--- config.mk ---
export PLATFORM = sky130hd
export DESIGN_NAME = result_collector_flat
export DESIGN_NICKNAME = d
export VERILOG_FILES = /design/src/rtl/result_pkg.sv /design/src/rtl/result_collector_if.sv /design/src/rtl/result_mem.sv /design/src/rtl/result_collector.sv /design/src/flat_wrapper.sv
export SDC_FILE = /design/constraint.sdc
export NUM_CORES = 1
export LEC_CHECK = 0
export ABC_AREA = 1
export BUFFER_PORTS_ARGS = -buffer_cell sky130_fd_sc_hd__buf_2
export CORE_UTILIZATION = 45
export DETAILED_ROUTE_END_ITERATION = 12
export PLACE_DENSITY = 0.69
export SLEW_MARGIN = 5
export SYNTH_ARGS = -nofsm -noshare
export SYNTH_HDL_FRONTEND = slang
export SYNTH_HIERARCHICAL = 1
export SYNTH_SLANG_ARGS = --single-unit
--- constraint.sdc ---
create_clock -name clk -period 4.1 [get_ports clk]
set_clock_uncertainty 0.2 [all_clocks]
set_input_delay 0.82 -clock clk [delete_from_list [all_inputs] [get_ports clk]]
set_output_delay 0.82 -clock clk [all_outputs]
set_load 0.02 [all_outputs]
--- src/rtl/result_pkg.sv ---
// Shared constants and types for the result collector slice.
//   DATA_W    : width of one unsigned ALU result
//   N_RESULTS : results per job (8 columns x 4 rows)
//   ADDR_W    : index width for storage and streamed addresses
package result_pkg;

  localparam int unsigned DATA_W    = 19;
  localparam int unsigned N_RESULTS = 32;
  localparam int unsigned ADDR_W    = $clog2(N_RESULTS);

  typedef logic [DATA_W-1:0] result_t;
  typedef logic [ADDR_W-1:0] addr_t;

  localparam addr_t LastAddr = addr_t'(N_RESULTS - 1);

  typedef enum logic [1:0] {
    StIdle,
    StCollect,
    StReadout,
    StDone
  } state_e;

endpackage

--- src/rtl/result_collector_if.sv ---
// Handshake bundle between the collector and its neighbours.
//   res_valid/res_data/res_ready : ALU result input channel
//   out_valid/out_data/out_addr/out_ready : stored-result output stream
// master: the environment (ALU producer and output consumer).
// slave : the collector itself.
interface result_collector_if;
  import result_pkg::*;

  logic    res_valid;
  result_t res_data;
  logic    res_ready;
  logic    out_valid;
  logic    out_ready;
  result_t out_data;
  addr_t   out_addr;

  modport master (
    output res_valid, res_data, out_ready,
    input  res_ready, out_valid, out_data, out_addr
  );

  modport slave (
    input  res_valid, res_data, out_ready,
    output res_ready, out_valid, out_data, out_addr
  );

endinterface

--- src/rtl/result_mem.sv ---
// N_RESULTS x DATA_W register array with one write port and one synchronous,
// enable-gated read port. Contents are not reset; only the read register is,
// so the streamed data output starts at zero.
//   clk, rst        : clock, async active-low reset (read register only)
//   we/waddr/wdata  : write port
//   re/raddr        : read request; rdata updates on the next edge when re=1
//   rdata           : registered read data, held while re=0
module result_mem
  import result_pkg::*;
(
  input  logic    clk,
  input  logic    rst,
  input  logic    we,
  input  addr_t   waddr,
  input  result_t wdata,
  input  logic    re,
  input  addr_t   raddr,
  output result_t rdata
);

  result_t mem_q [N_RESULTS];
  result_t rdata_q;

  always_ff @(posedge clk) begin
    if (we) begin
      mem_q[waddr] <= wdata;
    end
  end

  always_ff @(posedge clk or negedge rst) begin
    if (!rst) begin
      rdata_q <= '0;
    end else if (re) begin
      rdata_q <= mem_q[raddr];
    end
  end

  assign rdata = rdata_q;

endmodule

--- src/rtl/result_collector.sv ---
// Collects one job of N_RESULTS ALU results, tracks the running maximum, then
// streams the stored results out in index order under valid/ready.
//   clk, rst     : clock, async active-low reset
//   start        : one-cycle pulse starting a job (ignored mid-job)
//   bus          : result input channel and output stream (slave side)
//   max_val      : largest result of the job (first occurrence wins ties)
//   max_addr     : index of max_val
//   collect_done : one-cycle pulse after the last result is stored
//   finish       : level, job fully streamed, held until the next start
module result_collector
  import result_pkg::*;
(
  input  logic                clk,
  input  logic                rst,
  input  logic                start,
  result_collector_if.slave   bus,
  output result_t             max_val,
  output addr_t               max_addr,
  output logic                collect_done,
  output logic                finish
);

  state_e  state_q, state_d;
  addr_t   wr_ptr_q, wr_ptr_d;
  addr_t   rd_ptr_q, rd_ptr_d;
  result_t max_val_q, max_val_d;
  addr_t   max_addr_q, max_addr_d;
  logic    collect_done_q, collect_done_d;
  logic    finish_q, finish_d;
  logic    out_valid_q, out_valid_d;
  addr_t   out_addr_q, out_addr_d;

  logic    res_ready;
  logic    accept;
  logic    mem_we;
  logic    mem_re;
  result_t mem_rdata;

  assign res_ready = (state_q == StCollect);
  assign accept    = bus.res_valid & res_ready;

  result_mem u_mem (
    .clk   (clk),
    .rst   (rst),
    .we    (mem_we),
    .waddr (wr_ptr_q),
    .wdata (bus.res_data),
    .re    (mem_re),
    .raddr (rd_ptr_q),
    .rdata (mem_rdata)
  );

  always_ff @(posedge clk or negedge rst) begin
    if (!rst) begin
      state_q <= StIdle;
    end else begin
      state_q <= state_d;
    end
  end

  always_comb begin
    state_d        = state_q;
    wr_ptr_d       = wr_ptr_q;
    rd_ptr_d       = rd_ptr_q;
    max_val_d      = max_val_q;
    max_addr_d     = max_addr_q;
    collect_done_d = 1'b0;
    finish_d       = finish_q;
    out_valid_d    = out_valid_q;
    out_addr_d     = out_addr_q;
    mem_we         = 1'b0;
    mem_re         = 1'b0;

    unique case (state_q)
      StIdle, StDone: begin
        if (start) begin
          state_d    = StCollect;
          wr_ptr_d   = '0;
          rd_ptr_d   = '0;
          max_val_d  = '0;
          max_addr_d = '0;
          finish_d   = 1'b0;
        end
      end

      StCollect: begin
        if (accept) begin
          mem_we   = 1'b1;
          wr_ptr_d = wr_ptr_q + addr_t'(1);
          // Strictly greater keeps the earliest index on ties.
          if (bus.res_data > max_val_q) begin
            max_val_d  = bus.res_data;
            max_addr_d = wr_ptr_q;
          end
          if (wr_ptr_q == LastAddr) begin
            state_d        = StReadout;
            collect_done_d = 1'b1;
            rd_ptr_d       = '0;
          end
        end
      end

      StReadout: begin
        // The read register doubles as the output register: it reloads
        // whenever it is empty or being consumed, giving zero-bubble streaming.
        if (!out_valid_q || bus.out_ready) begin
          if (out_valid_q && (out_addr_q == LastAddr)) begin
            state_d     = StDone;
            out_valid_d = 1'b0;
            finish_d    = 1'b1;
          end else begin
            mem_re      = 1'b1;
            out_valid_d = 1'b1;
            out_addr_d  = rd_ptr_q;
            rd_ptr_d    = rd_ptr_q + addr_t'(1);
          end
        end
      end

      default: begin
        state_d = StIdle;
      end
    endcase
  end

  always_ff @(posedge clk or negedge rst) begin
    if (!rst) begin
      wr_ptr_q       <= '0;
      rd_ptr_q       <= '0;
      max_val_q      <= '0;
      max_addr_q     <= '0;
      collect_done_q <= 1'b0;
      finish_q       <= 1'b0;
      out_valid_q    <= 1'b0;
      out_addr_q     <= '0;
    end else begin
      wr_ptr_q       <= wr_ptr_d;
      rd_ptr_q       <= rd_ptr_d;
      max_val_q      <= max_val_d;
      max_addr_q     <= max_addr_d;
      collect_done_q <= collect_done_d;
      finish_q       <= finish_d;
      out_valid_q    <= out_valid_d;
      out_addr_q     <= out_addr_d;
    end
  end

  assign bus.res_ready = res_ready;
  assign bus.out_valid = out_valid_q;
  assign bus.out_data  = mem_rdata;
  assign bus.out_addr  = out_addr_q;
  assign max_val       = max_val_q;
  assign max_addr      = max_addr_q;
  assign collect_done  = collect_done_q;
  assign finish        = finish_q;

endmodule

--- src/flat_wrapper.sv ---
// flat-port wrapper written by rule: the top's interface ports become plain ports
module result_collector_flat import result_pkg::*;
  (clk, rst, start, max_val, max_addr, collect_done, finish, bus_res_valid, bus_res_data, bus_out_ready, bus_res_ready, bus_out_valid, bus_out_data, bus_out_addr);
  result_collector_if bus_i ();
  input  logic clk;
  input  logic rst;
  input  logic start;
  output result_t max_val;
  output addr_t max_addr;
  output logic collect_done;
  output logic finish;
  input wire logic [$bits(bus_i.res_valid)-1:0] bus_res_valid;
  input wire logic [$bits(bus_i.res_data)-1:0] bus_res_data;
  input wire logic [$bits(bus_i.out_ready)-1:0] bus_out_ready;
  output wire logic [$bits(bus_i.res_ready)-1:0] bus_res_ready;
  output wire logic [$bits(bus_i.out_valid)-1:0] bus_out_valid;
  output wire logic [$bits(bus_i.out_data)-1:0] bus_out_data;
  output wire logic [$bits(bus_i.out_addr)-1:0] bus_out_addr;
  assign bus_i.res_valid = bus_res_valid;
  assign bus_i.res_data = bus_res_data;
  assign bus_i.out_ready = bus_out_ready;
  assign bus_res_ready = bus_i.res_ready;
  assign bus_out_valid = bus_i.out_valid;
  assign bus_out_data = bus_i.out_data;
  assign bus_out_addr = bus_i.out_addr;
  result_collector u_core (.clk(clk), .rst(rst), .start(start), .bus(bus_i), .max_val(max_val), .max_addr(max_addr), .collect_done(collect_done), .finish(finish));
endmodule
# Word-level counts from Yosys, hierarchy flattened
# Memories as Yosys holds them, arrays and structs flattened. A register that Yosys moved wholly into a read port is not among the register bits.
# Cells that the tools add are included.
dict set report totals {
  ff_bits 44
  latch_bits 0
  mem_bits_rw 608
  rom_bits 0
  in_bits 24
  out_inout_bits 52
  elab_cells 77
  memories 1
}
dict set report op_classes {
  add_sub_neg 2
  mul 0
  div_mod_pow 0
  magnitude_cmp 1
  eq_ne 12
  shift 0
  n_mux 35
  n_bitwise 2
  n_reduce_logical 15
}
# name depth width read_ports rd_ports_with_merged_regs write_ports line
set memory_table {}
lappend memory_table {u_core.u_mem.mem_q 32 19 1 1 1 result_mem.sv:21} ;# result_t mem_q [N_RESULTS];
# operator count
set op_table {}
lappend op_table {{two-way mux 19 bit} 3}
lappend op_table {{two-way mux 5 bit} 8}
lappend op_table {{case mux 19 bit (2 select lines)} 1}
lappend op_table {{case mux 5 bit (2 select lines)} 2}
lappend op_table {{greater-than comparator 19 bit} 1}
lappend op_table {{case mux 5 bit (3 select lines)} 1}
lappend op_table {{two-way mux 1 bit} 13}
lappend op_table {{adder 5 x 1 -> 5 bit (second input constant)} 2}
lappend op_table {{== test 5 bit (second input constant)} 2}
lappend op_table {{two-way mux 2 bit} 5}
lappend op_table {{inequality test 2 bit (second input constant)} 5}
lappend op_table {{AND reduction 5 bit} 2}
lappend op_table {{AND reduction 4 bit} 2}
lappend op_table {{case mux 2 bit (3 select lines)} 1}
lappend op_table {{AND reduction 3 bit} 2}
lappend op_table {{== test 2 bit (second input constant)} 2}
lappend op_table {{inequality test 2 x 1 -> 1 bit (second input constant)} 2}
lappend op_table {{nonzero test 2 bit} 2}
lappend op_table {{== test 2 x 1 -> 1 bit (second input constant)} 1}
lappend op_table {{zero test 1 bit} 2}
lappend op_table {{zero test 2 bit} 1}
lappend op_table {{case mux 1 bit (2 select lines)} 1}
lappend op_table {{AND reduction 2 bit} 1}
lappend op_table {{OR reduction 2 bit} 1}
lappend op_table {{4 further kinds} 4}

# Depth between registers and ports, before layout
dict set report logic_depth {
  word_depth 6
  depth_mapped 16
  ltp_nobuf 15
}

# Modules after synthesis
# The synthesis kept the hierarchy.
# module n_inst cells_per_inst area_each_um2 seq_area_each_um2
set by_module_without_submodules {}
lappend by_module_without_submodules {result_mem 1 2124 25293.0 18733.0}
lappend by_module_without_submodules {result_collector 1 324 2553.7 1101.1}

# Worst setup path before layout
# Ideal clock, no wire load.
dict set report synth_path {
  kind {reg2reg}
  from {register u_core.state_q[1]}
  to {memory u_core/u_mem/mem_q[23][0] (netlist name), enable pin}
  setup_ns 0.395
  arrival_ns 2.173
  required_time_ns 3.505
  path_slack_ns 1.332
  stages_incl_launch_ff 8
  path_buffers 1
  synth_period_minus_slack_ns 2.768
  path_cell_list {dfrtp_1 inv_1 ha_1 buf_2 nand2_1 inv_1 nand3_1 nor2_1}
}
dict set report synth_via {
  elab_chain_cells 6
}
# element line
set synth_lines {}
lappend synth_lines {{from (decl)} result_collector.sv:23} ;# state_e state_q, state_d;
lappend synth_lines {{from (signal assigned)} result_collector.sv:55} ;# state_q <= StIdle;
lappend synth_lines {{from (signal assigned)} result_collector.sv:57} ;# state_q <= state_d;
lappend synth_lines {{== test 2 x 1 -> 1 bit *} result_collector.sv:39} ;# assign res_ready = (state_q == StCollect);
lappend synth_lines {{named net bus_res_ready} flat_wrapper.sv:15} ;# output wire logic [$bits(bus_i.res_ready)-1:0] bus_res_ready;
lappend synth_lines {{AND 1 bit} result_collector.sv:40} ;# assign accept = bus.res_valid & res_ready;
lappend synth_lines {{two-way mux 1 bit} result_collector.sv:87} ;# if (accept) begin
lappend synth_lines {{two-way mux 1 bit *} result_collector.sv:74} ;# unique case (state_q)
lappend synth_lines {{named net u_core.mem_we} result_collector.sv:35} ;# logic mem_we;
lappend synth_lines {{two-way mux 1 bit *} result_mem.sv:25} ;# if (we) begin
lappend synth_lines {{two-way mux 1 bit (not written as such) *} result_mem.sv:26} ;# mem_q[waddr] <= wdata;
lappend synth_lines {{to (decl)} result_mem.sv:21}
# Mark *: on every way through the listed nets, which the timed path passes. The rest lies on a longest branch.

# Final worst setup path
dict set report layout_path {
  from {register u_core.state_q[1]}
  to {memory u_core/u_mem/mem_q[20][18] (netlist name), enable pin}
}
dict set report layout_via {
  elab_chain_cells 6
}
# element line
set layout_lines {}
lappend layout_lines {{== test 2 x 1 -> 1 bit *} {result_collector.sv:39, result_collector.sv:74}}
lappend layout_lines {{AND 1 bit} result_collector.sv:40}
lappend layout_lines {{two-way mux 1 bit} result_collector.sv:87}
lappend layout_lines {{two-way mux 1 bit *} result_collector.sv:74}
lappend layout_lines {{named net u_core.mem_we} result_collector.sv:35}
lappend layout_lines {{two-way mux 1 bit *} result_mem.sv:25}
lappend layout_lines {{two-way mux 1 bit (not written as such) *} result_mem.sv:26}
# Marked as above.

==> summary.txt <==
Clk sinks - 671
CP Capture Type - flop
Rows - 90
P_leak - 0.0118 uW
Compound-cell area share of the yosys netlist - 0.00687
Clk_lat worst skew - 0.60 ns
Die Y - 251 um
Post-route DRC - 0
Share of cells above drive strength 1 - 0.107
Commonest non-fill, non-tap cells in the layout - nand2_1, edfxtp_1, nand3_1
CTS tree - done
Worst Hold Class - reg -> reg
Maximum vdd drop - 0.000393 V
Main combinational cell family by area after synthesis - simple AND/OR/NAND/NOR gates
Critical path fanouts, max - 19
Starting DRT DRC Count - 2227
Yosys cell types - 31
Max cap viols - 0
Avg Vias per Cell - 5.69
Mean post-synth cell area - 11.4 um^2
Initial antenna violation count - 1
Critical setup path kind - reg -> reg
Post-DR wirelength/cell - 22.5 um
Final hold violations - 0
Relative slew margins - 0.292
Post-layout instance area - 31200 um^2
Least-Margin Pin Slew - 1.06 ns
Initial Utilization - 0.459
Simple-Gate Fraction of Synth Area - 0.230
Post-synth net total - 2497
Post-Synth Adder-Cell Area - 0.0112
Endpoints failing setup - 0
NumNets Final - 2577
Total CTS buffers - 68
Reg2Reg Setup Slack - 0.92 ns
Fin crit period - 3.18 ns
Port buffer count - 75
RePlAce Congestion - 0.880
Core area - 60700 um^2
Die Width - 251 um
Drt pass-1 iters - 6
Fmax - 0.314 GHz
XOR/XNOR Fraction of Synth Area - 0.000944
Data required time of the worst path - 4.11 ns
Worst Setup Start Kind - flop
Final number of max-transition violations - 0
Non-Filler Instances - 3366
Multiplexer share of the synthesized area - 0
Cts repair resizes - 0
# placed instances - 3239
Clk buf depth - 3
Final worst-path cycle share - 0.777
Worst hold slack - 0.275 ns
DP Worst Slack - 0.929 ns
Commonest non-fill, non-tap cell in the layout - nand2_1
Synthesis warning total - 6
IO Count - 76
Largest net degree at the start of global routing - 182
RSZ-0062 raised after global routing - no
Cell area after synthesis - 27800 um^2
Status - finished, final reports clean
Vias - 19100
GRT overflow - 0
Die area - 62900 um^2
CTS clk-pin slew, worst paths - 0.06 ns
Layout area overhead - 12.0%
Pwr Density - 584 nW/um^2
Syn Inst Count - 2448
H-tree Lvls - 3
Area after DPL - 29100 um^2
Fill count - 5042
Arrival @ worst endpoint - 3.20 ns
Post-route setup slack - 0.916 ns
GRT Overall Usage - 0.241
Final WL - 75900 um
#FFs+latches synth - 671
Post-DP HPWL - 43400 um
Via count of the first global-routing pass - 18200
First-pass GRT wire length - 113000 um
Final ANT Viol Nets - 0
Setup_tns - 0 ns
Register area share after synthesis - 0.712
Clk root buf - clkbuf_16
per-stage QoR:
step | total power (uW) | utilization
after global placement | 12300 | 0.479
final | 18200 | 0.514
after detailed placement | 12500 | 0.479
after global routing | 19000 | 0.514
after floorplan | 11100 | -
after CTS | 18200 | 0.514
power breakdown:
group | total [uW] | internal (uW) | switching (uW)
Combinational | 4410 | 1170 | 3240
Sequential | 7990 | 7770 | 218
Clock | 5840 | 3340 | 2500
Total | 18200 | 12300 | 5960
critical path, stage by stage (launching register included):
cell     delay (ns)
dfrtp_1        0.40
inv_1          0.10
ha_1           0.35
nand2_1        0.19
inv_1          0.15
nand3_1        0.42
nor2_2         0.97
synth_stat cells:
cell type	number	share of area
a21o_1	1	0.00027
a21oi_1	13	0.0023
a22o_1	2	0.00063
buf_1	7	0.00094
buf_2	67	0.012
buf_4	22	0.0059
buf_6	18	0.0073
clkbuf_1	24	0.0032
clkinv_1	2	0.00027
dfrtp_1	63	0.057
edfxtp_1	608	0.66
ha_1	25	0.011
inv_1	58	0.0078
inv_2	1	0.00013
inv_4	1	0.00022
inv_6	1	0.00031
nand2_1	898	0.12
nand2_2	1	0.00022
nand2_4	2	0.00081
nand3_1	556	0.10
nand3_2	1	0.00036
nand4_1	3	0.00067
nor2_1	49	0.0066
nor2_2	1	0.00022
nor3_1	2	0.00036
nor3b_1	1	0.00027
o21ai_0	12	0.0022
o21ai_1	2	0.00036
o21ai_2	1	0.00031
o31ai_1	3	0.00081
xor2_1	3	0.00094
final timing paths:
path,startpoint,to,depth (start not counted)
worst max-delay path,u_core/state_q[1],u_core/u_mem/mem_q[20][18],6
worst min-delay path,u_core/u_mem/rdata[11],u_core/u_mem/rdata[11],2
worst max register to register,u_core/state_q[1],u_core/u_mem/mem_q[20][18],6
worst min register to register,u_core/u_mem/rdata[11],u_core/u_mem/rdata[11],2
max in group asynchronous,rst,u_core/rd_ptr_q[2],3
min in group asynchronous,rst,u_core/max_val[11],2
registers in the layout (all words and copies together) (netlist names), 2 cells and up:
name / flops
u_core/wr_ptr_q: 5
u_core/rd_ptr_q: 5
u_core/bus.out_addr: 5
u_core/u_mem/mem_q: 608
u_core/max_addr: 5
u_core/state_q: 2
u_core/u_mem/rdata: 19
u_core/max_val: 19
layout make-up:
class / instances / area [um^2] / share of cell area
antenna: 2 / 5.00 / 0.000160
clock buffer: 92 / 1920 / 0.0615
clock inverter: 32 / 164 / 0.00525
inverter: 63 / 246 / 0.00790
multi-input combinational: 1576 / 7030 / 0.225
sequential: 671 / 19800 / 0.636
tap: 782 / 978 / 0.0314
timing repair buffer: 148 / 1010 / 0.0325
metal layers:
| layer | part of all wire | vias to the layer above | GRT usage | wire length [um] |
|---|---|---|---|---|
| met2 | 0.48 | 1049 | 0.398 | 36600 |
| met5 | 0 | - | 0 | 0 |
| li1 | - | 8635 | - | - |
| met1 | 0.39 | 9320 | 0.319 | 29400 |
| met4 | 0.036 | 0 | 0.101 | 2750 |
| met3 | 0.094 | 143 | 0.0361 | 7110 |
cells by family after synthesis:
logic type                 count (synthesis)
and+or+nand+nor                         1514
DFF                                      671
AOI/OAI and AO/OA                         34
xor gates and xnor gates                   3
buffers and inverters                    201
adders and majority gates                 25
timing repair:
item / CTS / global route
hold buffers: 1 / 0
buffers inserted: 0 / 0
hold endpoints to repair: 9 / 0
Note: power is estimated with default switching activity, not from simulation.
